**src/rtl/icache_2way_param_if.sv**
```systemverilog
// rtl/icache_2way_param_if.sv - fetch-port and line-memory bundle for the 2-way I-cache
//
// Purpose: groups the processor fetch port and the line-wide memory port.
// Ports (slave = cache side):
//   proc_read, proc_flush, proc_addr   fetch request, flush, word address (to cache)
//   proc_rdata, proc_stall             fetched word, request-not-complete (from cache)
//   mem_read, mem_addr                 line fetch request and line address (from cache)
//   mem_rdata, mem_ready               line data and its one-cycle valid pulse (to cache)
interface icache_2way_param_if #(
  parameter int ADDR_W     = 30,
  parameter int LINE_WORDS = 4
);
  localparam int OFS = $clog2(LINE_WORDS);

  logic                      proc_read;
  logic                      proc_flush;
  logic [ADDR_W-1:0]         proc_addr;
  logic [31:0]               proc_rdata;
  logic                      proc_stall;
  logic                      mem_read;
  logic [ADDR_W-OFS-1:0]     mem_addr;
  logic [32*LINE_WORDS-1:0]  mem_rdata;
  logic                      mem_ready;

  modport slave (
    input  proc_read, proc_flush, proc_addr, mem_rdata, mem_ready,
    output proc_rdata, proc_stall, mem_read, mem_addr
  );

  modport master (
    output proc_read, proc_flush, proc_addr, mem_rdata, mem_ready,
    input  proc_rdata, proc_stall, mem_read, mem_addr
  );
endinterface

```
**src/rtl/icache_2way_param.sv**
```systemverilog
// rtl/icache_2way_param.sv - read-only 2-way set-associative instruction cache with LRU
//
// Purpose: zero-stall hit path, per-set LRU replacement, single-cycle flush,
//   line fill from a line-wide memory. Optional critical-word forwarding is
//   enabled by defining ICACHE_CRIT_FWD_EN.
// Ports:
//   clk           clock, all state on posedge
//   proc_reset_n  synchronous active-low reset
//   bus           icache_2way_param_if.slave (fetch port + line memory port)
module icache_2way_param #(
  parameter int ADDR_W     = 30,
  parameter int SET_BITS   = 3,
  parameter int LINE_WORDS = 4
) (
  input  logic                 clk,
  input  logic                 proc_reset_n,
  icache_2way_param_if.slave   bus
);
  localparam int OFS    = $clog2(LINE_WORDS);
  localparam int SETS   = 1 << SET_BITS;
  localparam int TAG_W  = ADDR_W - SET_BITS - OFS;
  localparam int LINE_W = 32 * LINE_WORDS;

  localparam logic [0:0] IDLE  = 1'b0;
  localparam logic [0:0] FETCH = 1'b1;

  logic [0:0]        state;
  logic [SETS-1:0]   valid0, valid1, lru;
  logic [TAG_W-1:0]  tag0  [SETS];
  logic [TAG_W-1:0]  tag1  [SETS];
  logic [LINE_W-1:0] data0 [SETS];
  logic [LINE_W-1:0] data1 [SETS];

  logic [OFS-1:0]      off;
  logic [SET_BITS-1:0] idx, fidx;
  logic [TAG_W-1:0]    tag, ftag;
  logic                hit0, hit1, lookup, hit, fill, fwd, victim;
  logic [LINE_W-1:0]   hit_line;

  assign off  = bus.proc_addr[OFS-1:0];
  assign idx  = bus.proc_addr[OFS+SET_BITS-1:OFS];
  assign tag  = bus.proc_addr[ADDR_W-1:OFS+SET_BITS];
  // The fill target comes from the registered line address, so it stays
  // consistent for the whole fetch regardless of proc_addr.
  assign fidx = bus.mem_addr[SET_BITS-1:0];
  assign ftag = bus.mem_addr[ADDR_W-OFS-1:SET_BITS];

  assign hit0     = valid0[idx] && (tag0[idx] == tag);
  assign hit1     = valid1[idx] && (tag1[idx] == tag);
  assign lookup   = proc_reset_n && (state == IDLE) && !bus.proc_flush && bus.proc_read;
  assign hit      = lookup && (hit0 || hit1);
  assign hit_line = hit0 ? data0[idx] : data1[idx];
  assign fill     = (state == FETCH) && bus.mem_ready;

  // First invalid way (way0 preferred), otherwise the least recently used one.
  assign victim = !valid0[fidx] ? 1'b0 : (!valid1[fidx] ? 1'b1 : lru[fidx]);

`ifdef ICACHE_CRIT_FWD_EN
  assign fwd = proc_reset_n && fill;
`else
  assign fwd = 1'b0;
`endif

  always_comb begin
    bus.proc_stall = 1'b1;
    bus.proc_rdata = 32'h0;
    if (!proc_reset_n) begin
      bus.proc_stall = 1'b1;
    end else if (hit) begin
      bus.proc_stall = 1'b0;
      bus.proc_rdata = hit_line[{off, 5'b0} +: 32];
    end else if (fwd) begin
      bus.proc_stall = 1'b0;
      bus.proc_rdata = bus.mem_rdata[{off, 5'b0} +: 32];
    end else if ((state == IDLE) && !bus.proc_flush && !bus.proc_read) begin
      bus.proc_stall = 1'b0;
    end
  end

  always_ff @(posedge clk) begin
    if (!proc_reset_n) begin
      state        <= IDLE;
      valid0       <= '0;
      valid1       <= '0;
      lru          <= '0;
      bus.mem_read <= 1'b0;
      bus.mem_addr <= '0;
    end else begin
      case (state)
        IDLE: begin
          if (bus.proc_flush) begin
            valid0 <= '0;
            valid1 <= '0;
          end else if (bus.proc_read) begin
            if (hit0 || hit1) begin
              lru[idx] <= hit0;
            end else begin
              state        <= FETCH;
              bus.mem_read <= 1'b1;
              bus.mem_addr <= bus.proc_addr[ADDR_W-1:OFS];
            end
          end
        end
        default: begin
          if (bus.mem_ready) begin
            if (victim) valid1[fidx] <= 1'b1;
            else        valid0[fidx] <= 1'b1;
            lru[fidx]    <= ~victim;
            bus.mem_read <= 1'b0;
            state        <= IDLE;
          end
        end
      endcase
    end
  end

  // Tag and data arrays carry no reset; the valid bits guard them.
  always_ff @(posedge clk) begin
    if (proc_reset_n && fill) begin
      if (victim) begin
        tag1[fidx]  <= ftag;
        data1[fidx] <= bus.mem_rdata;
      end else begin
        tag0[fidx]  <= ftag;
        data0[fidx] <= bus.mem_rdata;
      end
    end
  end
endmodule

```
**src/flat_wrapper.sv**
```systemverilog
// flat-port wrapper written by rule: the top's interface ports become plain ports
module icache_2way_param_flat 
#(
  parameter int ADDR_W     = 30,
  parameter int SET_BITS   = 3,
  parameter int LINE_WORDS = 4
)
  (clk, proc_reset_n, bus_proc_read, bus_proc_flush, bus_proc_addr, bus_mem_rdata, bus_mem_ready, bus_proc_rdata, bus_proc_stall, bus_mem_read, bus_mem_addr);
  icache_2way_param_if #(.ADDR_W(ADDR_W), .LINE_WORDS(LINE_WORDS)) bus_i ();
  input  logic clk;
  input  logic proc_reset_n;
  input wire logic [$bits(bus_i.proc_read)-1:0] bus_proc_read;
  input wire logic [$bits(bus_i.proc_flush)-1:0] bus_proc_flush;
  input wire logic [$bits(bus_i.proc_addr)-1:0] bus_proc_addr;
  input wire logic [$bits(bus_i.mem_rdata)-1:0] bus_mem_rdata;
  input wire logic [$bits(bus_i.mem_ready)-1:0] bus_mem_ready;
  output wire logic [$bits(bus_i.proc_rdata)-1:0] bus_proc_rdata;
  output wire logic [$bits(bus_i.proc_stall)-1:0] bus_proc_stall;
  output wire logic [$bits(bus_i.mem_read)-1:0] bus_mem_read;
  output wire logic [$bits(bus_i.mem_addr)-1:0] bus_mem_addr;
  assign bus_i.proc_read = bus_proc_read;
  assign bus_i.proc_flush = bus_proc_flush;
  assign bus_i.proc_addr = bus_proc_addr;
  assign bus_i.mem_rdata = bus_mem_rdata;
  assign bus_i.mem_ready = bus_mem_ready;
  assign bus_proc_rdata = bus_i.proc_rdata;
  assign bus_proc_stall = bus_i.proc_stall;
  assign bus_mem_read = bus_i.mem_read;
  assign bus_mem_addr = bus_i.mem_addr;
  icache_2way_param #(.ADDR_W(ADDR_W), .SET_BITS(SET_BITS), .LINE_WORDS(LINE_WORDS)) u_core (.clk(clk), .proc_reset_n(proc_reset_n), .bus(bus_i));
endmodule
```
**config.mk**
```make
export PLATFORM = sky130hd
export DESIGN_NAME = icache_2way_param_flat
export DESIGN_NICKNAME = d
export VERILOG_FILES = /design/src/rtl/icache_2way_param_if.sv /design/src/rtl/icache_2way_param.sv /design/src/flat_wrapper.sv
export SDC_FILE = /design/constraint.sdc
export NUM_CORES = 2
export LEC_CHECK = 0
export CAP_MARGIN = 10
export CORE_MARGIN = 4
export CORE_UTILIZATION = 35
export DETAILED_ROUTE_END_ITERATION = 10
export PLACE_DENSITY = 0.48
export SLEW_MARGIN = 10
export SYNTH_ARGS = -nofsm -noshare
export SYNTH_HDL_FRONTEND = slang
export SYNTH_SLANG_ARGS = --single-unit
export TNS_END_PERCENT = 20
```
**constraint.sdc**
```tcl
create_clock -name clk -period 12.5 [get_ports clk]
set_input_delay 1.25 -clock clk [delete_from_list [all_inputs] [get_ports clk]]
set_output_delay 1.25 -clock clk [all_outputs]
set_load 0.02 [all_outputs]
```
Word level (Yosys, flattened, before mapping). Memories as Yosys holds them, arrays and structs flattened. Cells that the tools add are included.

Register bits: 54. Memory bits (writable): 2448. Input port bits: 163. Word-level logic and storage cells: 103. Memories kept: 4.

$lt $le $gt $ge: 4. Equal/unequal tests: 7. Shift-type cells: 1. Multiplexer cells: 52. Bitwise gates (word level): 6. Reduce and logical (&&, ||, !) cells: 23.

Memory list: u_core.data0 (depth 8, bits a word 128, read ports 1, clocked after memory_dff 0, write ports 1, RTL line icache_2way_param.sv:31) `logic [LINE_W-1:0] data0 [SETS];`; u_core.data1 (depth 8, bits a word 128, read ports 1, clocked after memory_dff 0, write ports 1, RTL line icache_2way_param.sv:32) `logic [LINE_W-1:0] data1 [SETS];`; u_core.tag0 (depth 8, bits a word 25, read ports 1, clocked after memory_dff 0, write ports 1, RTL line icache_2way_param.sv:29) `logic [TAG_W-1:0] tag0 [SETS];`; u_core.tag1 (depth 8, bits a word 25, read ports 1, clocked after memory_dff 0, write ports 1, RTL line icache_2way_param.sv:30) `logic [TAG_W-1:0] tag1 [SETS];`.

Operator list (count): $mux W128 (1); $shiftx A128 B8 Y32 (1); $mux W8 (12); $mux W32 (2); $eq A25 B25 Y1 (2); $mux W1 (28); $bwmux W8 (2); $or A8 B8 Y8 (2); $bmux W1 S3 (5); $logic_and A1 B1 Y1 (12); $reduce_and A4 Y1 (3); $lt A3 B4 Y1 const B (2); $demux W1 S3 (2); $ge A3 B1 Y1 const B (2); $ne A2 B2 Y1 const B (3); $reduce_and A3 Y1 (2); $reduce_bool A2 Y1 (3); $ne A2 B1 Y1 const B (2); $not A1 Y1 (4); $logic_not A1 Y1 (2); $logic_or A1 B1 Y1 (1).

Logic depth before layout (Yosys ltp).
Word-level depth: 9. Mapped depth: 16. Mapped depth without buffers: 9.

Worst setup path after synthesis. OpenSTA, ideal clock, no wires.

Kind: register to register. Start: reg u_core.bus.mem_addr[2]. End: mem u_core.data1[5][0] in the netlist's numbering (enable). Setup time: 668 ps. Arrival time: 8456 ps. Data required time: 11832 ps. Path slack: 3376 ps. Stages on the path, launching flop included: 9. Buffers on the path: 2. Path through: dfxtp_1 buf_1 mux2i_1 o211ai_1 a222oi_1 o21ai_0 or3_1 clkbuf_1 nor2_1.

Word-level cells in the longest chain between the ends: 7.

RTL lines: start: declaration (RTL line icache_2way_param_if.sv:27) `output proc_rdata, proc_stall, mem_read, mem_addr`; start signal: assignment (RTL line icache_2way_param.sv:100) `bus.mem_addr <= bus.proc_addr[ADDR_W-1:OFS];`; $bmux W1 S3 (RTL line icache_2way_param.sv:56) `assign victim = !valid0[fidx] ? 1'b0 : (!valid1[fidx] ? 1'b1 : lru[fidx]);`; $mux W1 (not written as such) (RTL line icache_2way_param.sv:56); $mux W1 (2 in a row) (RTL line icache_2way_param.sv:56); $mux W1 (RTL line icache_2way_param.sv:120) `if (victim) begin`; $mux W1 (RTL line icache_2way_param.sv:119) `if (proc_reset_n && fill) begin`; $mux W1 (not written as such) (RTL line icache_2way_param.sv:122) `data1[fidx] <= bus.mem_rdata;`; end: declaration (RTL line icache_2way_param.sv:32).

Several ways; a longest one is shown, not always the timed one. The select of a mux whose other input is x is not followed.

Worst setup path after layout.
Start: in bus_proc_addr[3]. End: out bus_proc_rdata[11].

Word-level cells in the longest chain between the ends: 7.

RTL lines: start: declaration (RTL line flat_wrapper.sv:14) `input wire logic [$bits(bus_i.proc_addr)-1:0] bus_proc_addr;`; $mem_v2 Z8 W25 (tied with other cells); $eq A25 B25 Y1 (tied with other cells) (RTL line icache_2way_param.sv:48) `assign hit0 = valid0[idx] && (tag0[idx] == tag);`; $logic_and A1 B1 Y1 (on tied branches) (RTL line icache_2way_param.sv:48, icache_2way_param.sv:49); $mux W128 or $logic_or A1 B1 Y1 (tied branches) (RTL line icache_2way_param.sv:52, icache_2way_param.sv:51); $shiftx A128 B8 Y32 or $logic_and A1 B1 Y1 (tied branches) (RTL line icache_2way_param.sv:71, icache_2way_param.sv:51); $mux W32 * (RTL line icache_2way_param.sv:69) `end else if (hit) begin`; $mux W32 * (RTL line icache_2way_param.sv:67) `if (!proc_reset_n) begin`; end: declaration (RTL line flat_wrapper.sv:17) `output wire logic [$bits(bus_i.proc_rdata)-1:0] bus_proc_rdata;`.

Every way passes the cells marked *; elsewhere a longest branch is shown, timed or not. The select of a mux whose other input is x is not followed.

==> impl_results.rst <==
.. list-table::
   :header-rows: 1

   * - Metric
     - Value
   * - Slew Limit Headroom
     - 18.5%
   * - Synthesized netlist cell count
     - 5460
   * - Period minus WS final
     - 9450 ps
   * - Core area
     - 0.276 sq mm
   * - Aggregate global routing overflow
     - 0
   * - Critical Path Source Type
     - input port
   * - Category of the most critical setup path
     - in -> out
   * - Required time worst endpoint
     - roughly 11000 ps
   * - Proportion of layout cells with a drive suffix above 1
     - about 17%
   * - Hold path depth
     - 2
   * - HPWL after detailed placement
     - 173 mm
   * - Die X-Extent
     - 535 um
   * - Placement Rows
     - 193
   * - Worst slew pin tran
     - 1210 ps
   * - Reg2Reg Depth
     - 8
   * - Series of cell instances along the critical path
     - buf_8, buf_4, and2_1, buf_4, a22oi_1, o221ai_1, xor2_1, nor3_1, and4_4, buf_4, mux2i_1, mux2i_1, a2111oi_1, buf_4, clkdlybuf4s50_1
   * - Final Setup Violations
     - 0
   * - Total Routing Usage GR
     - 22.0%
   * - CTS Hold Buffers Added
     - 0
   * - CTS Root Cell
     - sky130_fd_sc_hd__clkbuf_16
   * - Overall via count from detail_route
     - around 55000
   * - Static leakage power
     - 0.0350 uW
   * - Worst Clk Skew
     - between 100 and 150 ps
   * - Crit path setup slack, layout
     - around 3000 ps
   * - Post-cts repair resize count
     - 0
   * - Count of yosys warnings during synthesis
     - 0
   * - Setup TNS
     - 0 ps
   * - Post-route fraction of the period consumed by the critical path
     - 75.6%
   * - Pre-CTS worst setup slack
     - 2950 ps
   * - Filler Cell Count
     - 24800
   * - Arrival time at the worst endpoint
     - 8200 ps
   * - Final wirelength
     - 322 mm
   * - Post-synth EDFFs
     - approximately 2400
   * - Setup repair after global routing missed its margin
     - no
   * - Capture instance of the worst register-to-register path
     - u_core.data0[4][109]$_DFFE_PP_
   * - Total area of multi-input combinational cells
     - 0.0210 sq mm
   * - Maximum number of pins on one net before global-route repair
     - 131
   * - Final GP Congestion
     - 0.791
   * - Share of synthesized area occupied by flip-flops and latches
     - 76.8%
   * - Number of max-cap violations
     - 0
   * - Setup slack of the worst register-to-register path
     - between 6000 and 7000 ps
   * - Buf/Inv on CP
     - 6
   * - Vias/cell
     - approximately 5.7
   * - Number of top-level pins
     - 225
   * - Crit-path max FO
     - 45
   * - Distinct cell type count of the synthesized netlist
     - 76
   * - CP Capture Type
     - primary output
   * - Synthesized flop and latch total
     - roughly 2500
   * - Hold Path End
     - u_core.bus.mem_read$_SDFFE_PN0P_
   * - Sequential standard cell area
     - 0.0746 sq mm
   * - Number of buffers on the longest clock path
     - 4
   * - Vias in the first global route
     - 55300
   * - Total count of hold-check failures in the final report
     - 0
   * - Global-route wire length before repair
     - 448 mm
   * - Area growth syn-to-layout
     - 15.7%
   * - Number of antenna violations at the first check in global routing
     - 53
   * - Proportion of synthesized flip-flops having asynchronous set or reset
     - 0%
   * - Total setup buffers inserted after CTS
     - 0
   * - Family of cells with the greatest summed delay on the critical path
     - buffers and inverters
   * - Net count after synthesis
     - 5623
   * - Number of nets in the final layout
     - between 5000 and 6000
   * - Number of clock buffers inserted by TritonCTS
     - just under 300
   * - Status
     - finished clean
   * - Maximum vdd drop
     - between 0.0001 and 0.00015 V
   * - Later-pin clock latency in the skew report
     - 960 ps
   * - H-tree levels
     - 5
   * - Largest stage delay on the critical path
     - ~1100 ps
   * - Post-Synthesis Mean Instance Area
     - about 18 sq um
   * - Crit path max-delay cell type
     - sky130_fd_sc_hd__a2111oi_1
   * - Kind of path behind the tightest hold check
     - reg -> reg
   * - Source of the worst hold timing path
     - u_core.bus.mem_read$_SDFFE_PN0P_
   * - Startpoint of the worst register-to-register path
     - u_core.bus.mem_addr[0]$_SDFFE_PN0P_
   * - Routed Antenna Nets
     - 0
   * - Achievable Freq
     - 106 MHz
   * - Pins Over Slew Limit
     - 0
   * - Total die area
     - 0.286 sq mm
   * - Most frequently used flop master after synthesis
     - sky130_fd_sc_hd__edfxtp_1
   * - Iteration-0 DRC count of the detailed router
     - 5800
   * - Initial standard-cell utilization of the core
     - 35.1%
   * - Number of detailed-route iterations in the first pass
     - 5
   * - Clk pin slew, worst setup/hold paths
     - 60 ps
   * - Clock Sinks
     - 2502
   * - Routed length per placed instance
     - 33.3 um
   * - Cell mode on critical path
     - sky130_fd_sc_hd__buf_4
   * - TritonCTS clock tree
     - yes
   * - Cell area after technology mapping
     - 0.0971 sq mm
   * - Vert. Die Dim
     - approximately 530 um
   * - Total DRC errors in the routed layout
     - 0
   * - Total of buffers placed on input and output ports
     - 224
   * - Power density over cell area
     - 160 mW/mm^2
[state kept, by name, summed over array words and instances, names as in the netlist]
register / flops
u_core.bus.mem_addr: 28
u_core.bus.mem_read: 1
u_core.data0: 1024
u_core.data1: 1024
u_core.lru: 8
u_core.state: 1
u_core.tag0: 200
u_core.tag1: 200
u_core.valid0: 8
u_core.valid1: 8
[power by group]
part | total, uW | switching, uW | internal (uW)
clock | 7780 | 3260 | 4520
sequential | 9250 | 28.9 | 9230
combinational | 985 | 669 | 316
total | 18000 | 3960 | 14100
[synthesized netlist by cell type, drive strengths merged, types with 31 or more instances]
| master | n | share of area (%) |
|---|---|---|
| mux4 | 152 | 3.5 |
| nor2 | 312 | 1.2 |
| o22ai | 378 | 2.4 |
| nand2 | 135 | 0.52 |
| buf | 192 | 1.1 |
| a221oi | 36 | 0.38 |
| o21ai | 168 | 0.88 |
| mux2i | 285 | 2.9 |
| nor3 | 31 | 0.16 |
| o221ai | 143 | 1.3 |
| mux2 | 312 | 3.6 |
| a22oi | 52 | 0.40 |
| clkbuf | 167 | 0.65 |
| a211oi | 31 | 0.24 |
| a21oi | 227 | 1.2 |
| dfxtp | 54 | 1.1 |
| edfxtp | 2448 | 76 |
[cell usage in the layout (no fill, tap or decap), drive strengths merged, types with 17 or more instances in the layout]
master,n
buf,141
a31oi,24
a21oi,227
nor4,23
edfxtp,2448
diode,17
nor2,312
mux2,312
a211oi,31
o21ai,168
clkbuf,368
clkdlybuf4s50,219
mux4,152
nor3,31
clkinv,109
or3,18
o221ai,143
mux2i,285
a311oi,21
nand2,135
o22ai,378
a221o,24
a221oi,36
dfxtp,54
a22oi,52
[cell families after synthesis]
kind of cell    Yosys count  synth area share [%]
buf+inv                 373                  1.83
flops                  2502                  76.8
mux                     749                  10.1
compound gates         1202                  8.26
xor+xnor                 23                 0.207
simple gates            611                  2.79
[worst reg2reg max path: cells and delay by family, from the launching register on]
| kind | cells | cell delay [ps] |
|---|---|---|
| DFF | 1 | 940 |
| buffers and inverters | 2 | 1550 |
| and+or+nand+nor | 4 | 2580 |
| AOI/OAI and AO/OA | 2 | 640 |
[final cells by class]
cell class | instances | share of cell area, %
multi-input combinational | 2585 | 18.7
clock buffer | 368 | 6.91
sequential | 2502 | 66.4
antenna | 17 | 0.0379
tap | 3705 | 4.13
clock inverter | 121 | 0.670
timing repair buffer | 360 | 3.09
inverter | 14 | 0.0591
[stage by stage]
| stage | power, uW | hold slack [ps] | cells | utilization, % | instance area, sq um |
|---|---|---|---|---|---|
| 3_3_place_gp | 10400 | 447 | 9166 | 37.6 | 104000 |
| 2_1_floorplan | 9920 | 448 | 5460 | - | 97100 |
| 6_report | 18000 | 469 | 9672 | 40.6 | 112000 |
| 4_1_cts | 18200 | 465 | 9655 | 40.6 | 112000 |
| 5_1_grt | 18600 | 496 | 9661 | 40.6 | 112000 |
| 3_5_place_dp | 10400 | 454 | 9166 | 37.6 | 104000 |
[worst max path at each step]
stage	start	to	slack, ps	cells after the start
final	bus_proc_addr[3]	bus_proc_rdata[11]	3050	15
after global routing	bus_proc_addr[3]	bus_proc_rdata[11]	2830	15
after CTS	bus_proc_addr[3]	bus_proc_rdata[11]	2950	15
after detailed placement	bus_proc_addr[3]	bus_proc_rdata[11]	2950	15
after global placement	bus_proc_addr[3]	bus_proc_rdata[11]	3100	15
after floorplan	u_core.bus.mem_addr[2]$_SDFFE_PN0P_	u_core.data1[5][0]$_DFFE_PP_	3380	8
[metal layers]
| layer | GRT usage [%] | part of all wire (%) |
|---|---|---|
| met1 | 31.1 | 44 |
| met2 | 35.4 | 47 |
| met3 | 3.99 | 6.3 |
| met4 | 5.24 | 2.1 |
| met5 | 0 | 0.043 |
Note: power is estimated with default switching activity, not from simulation.
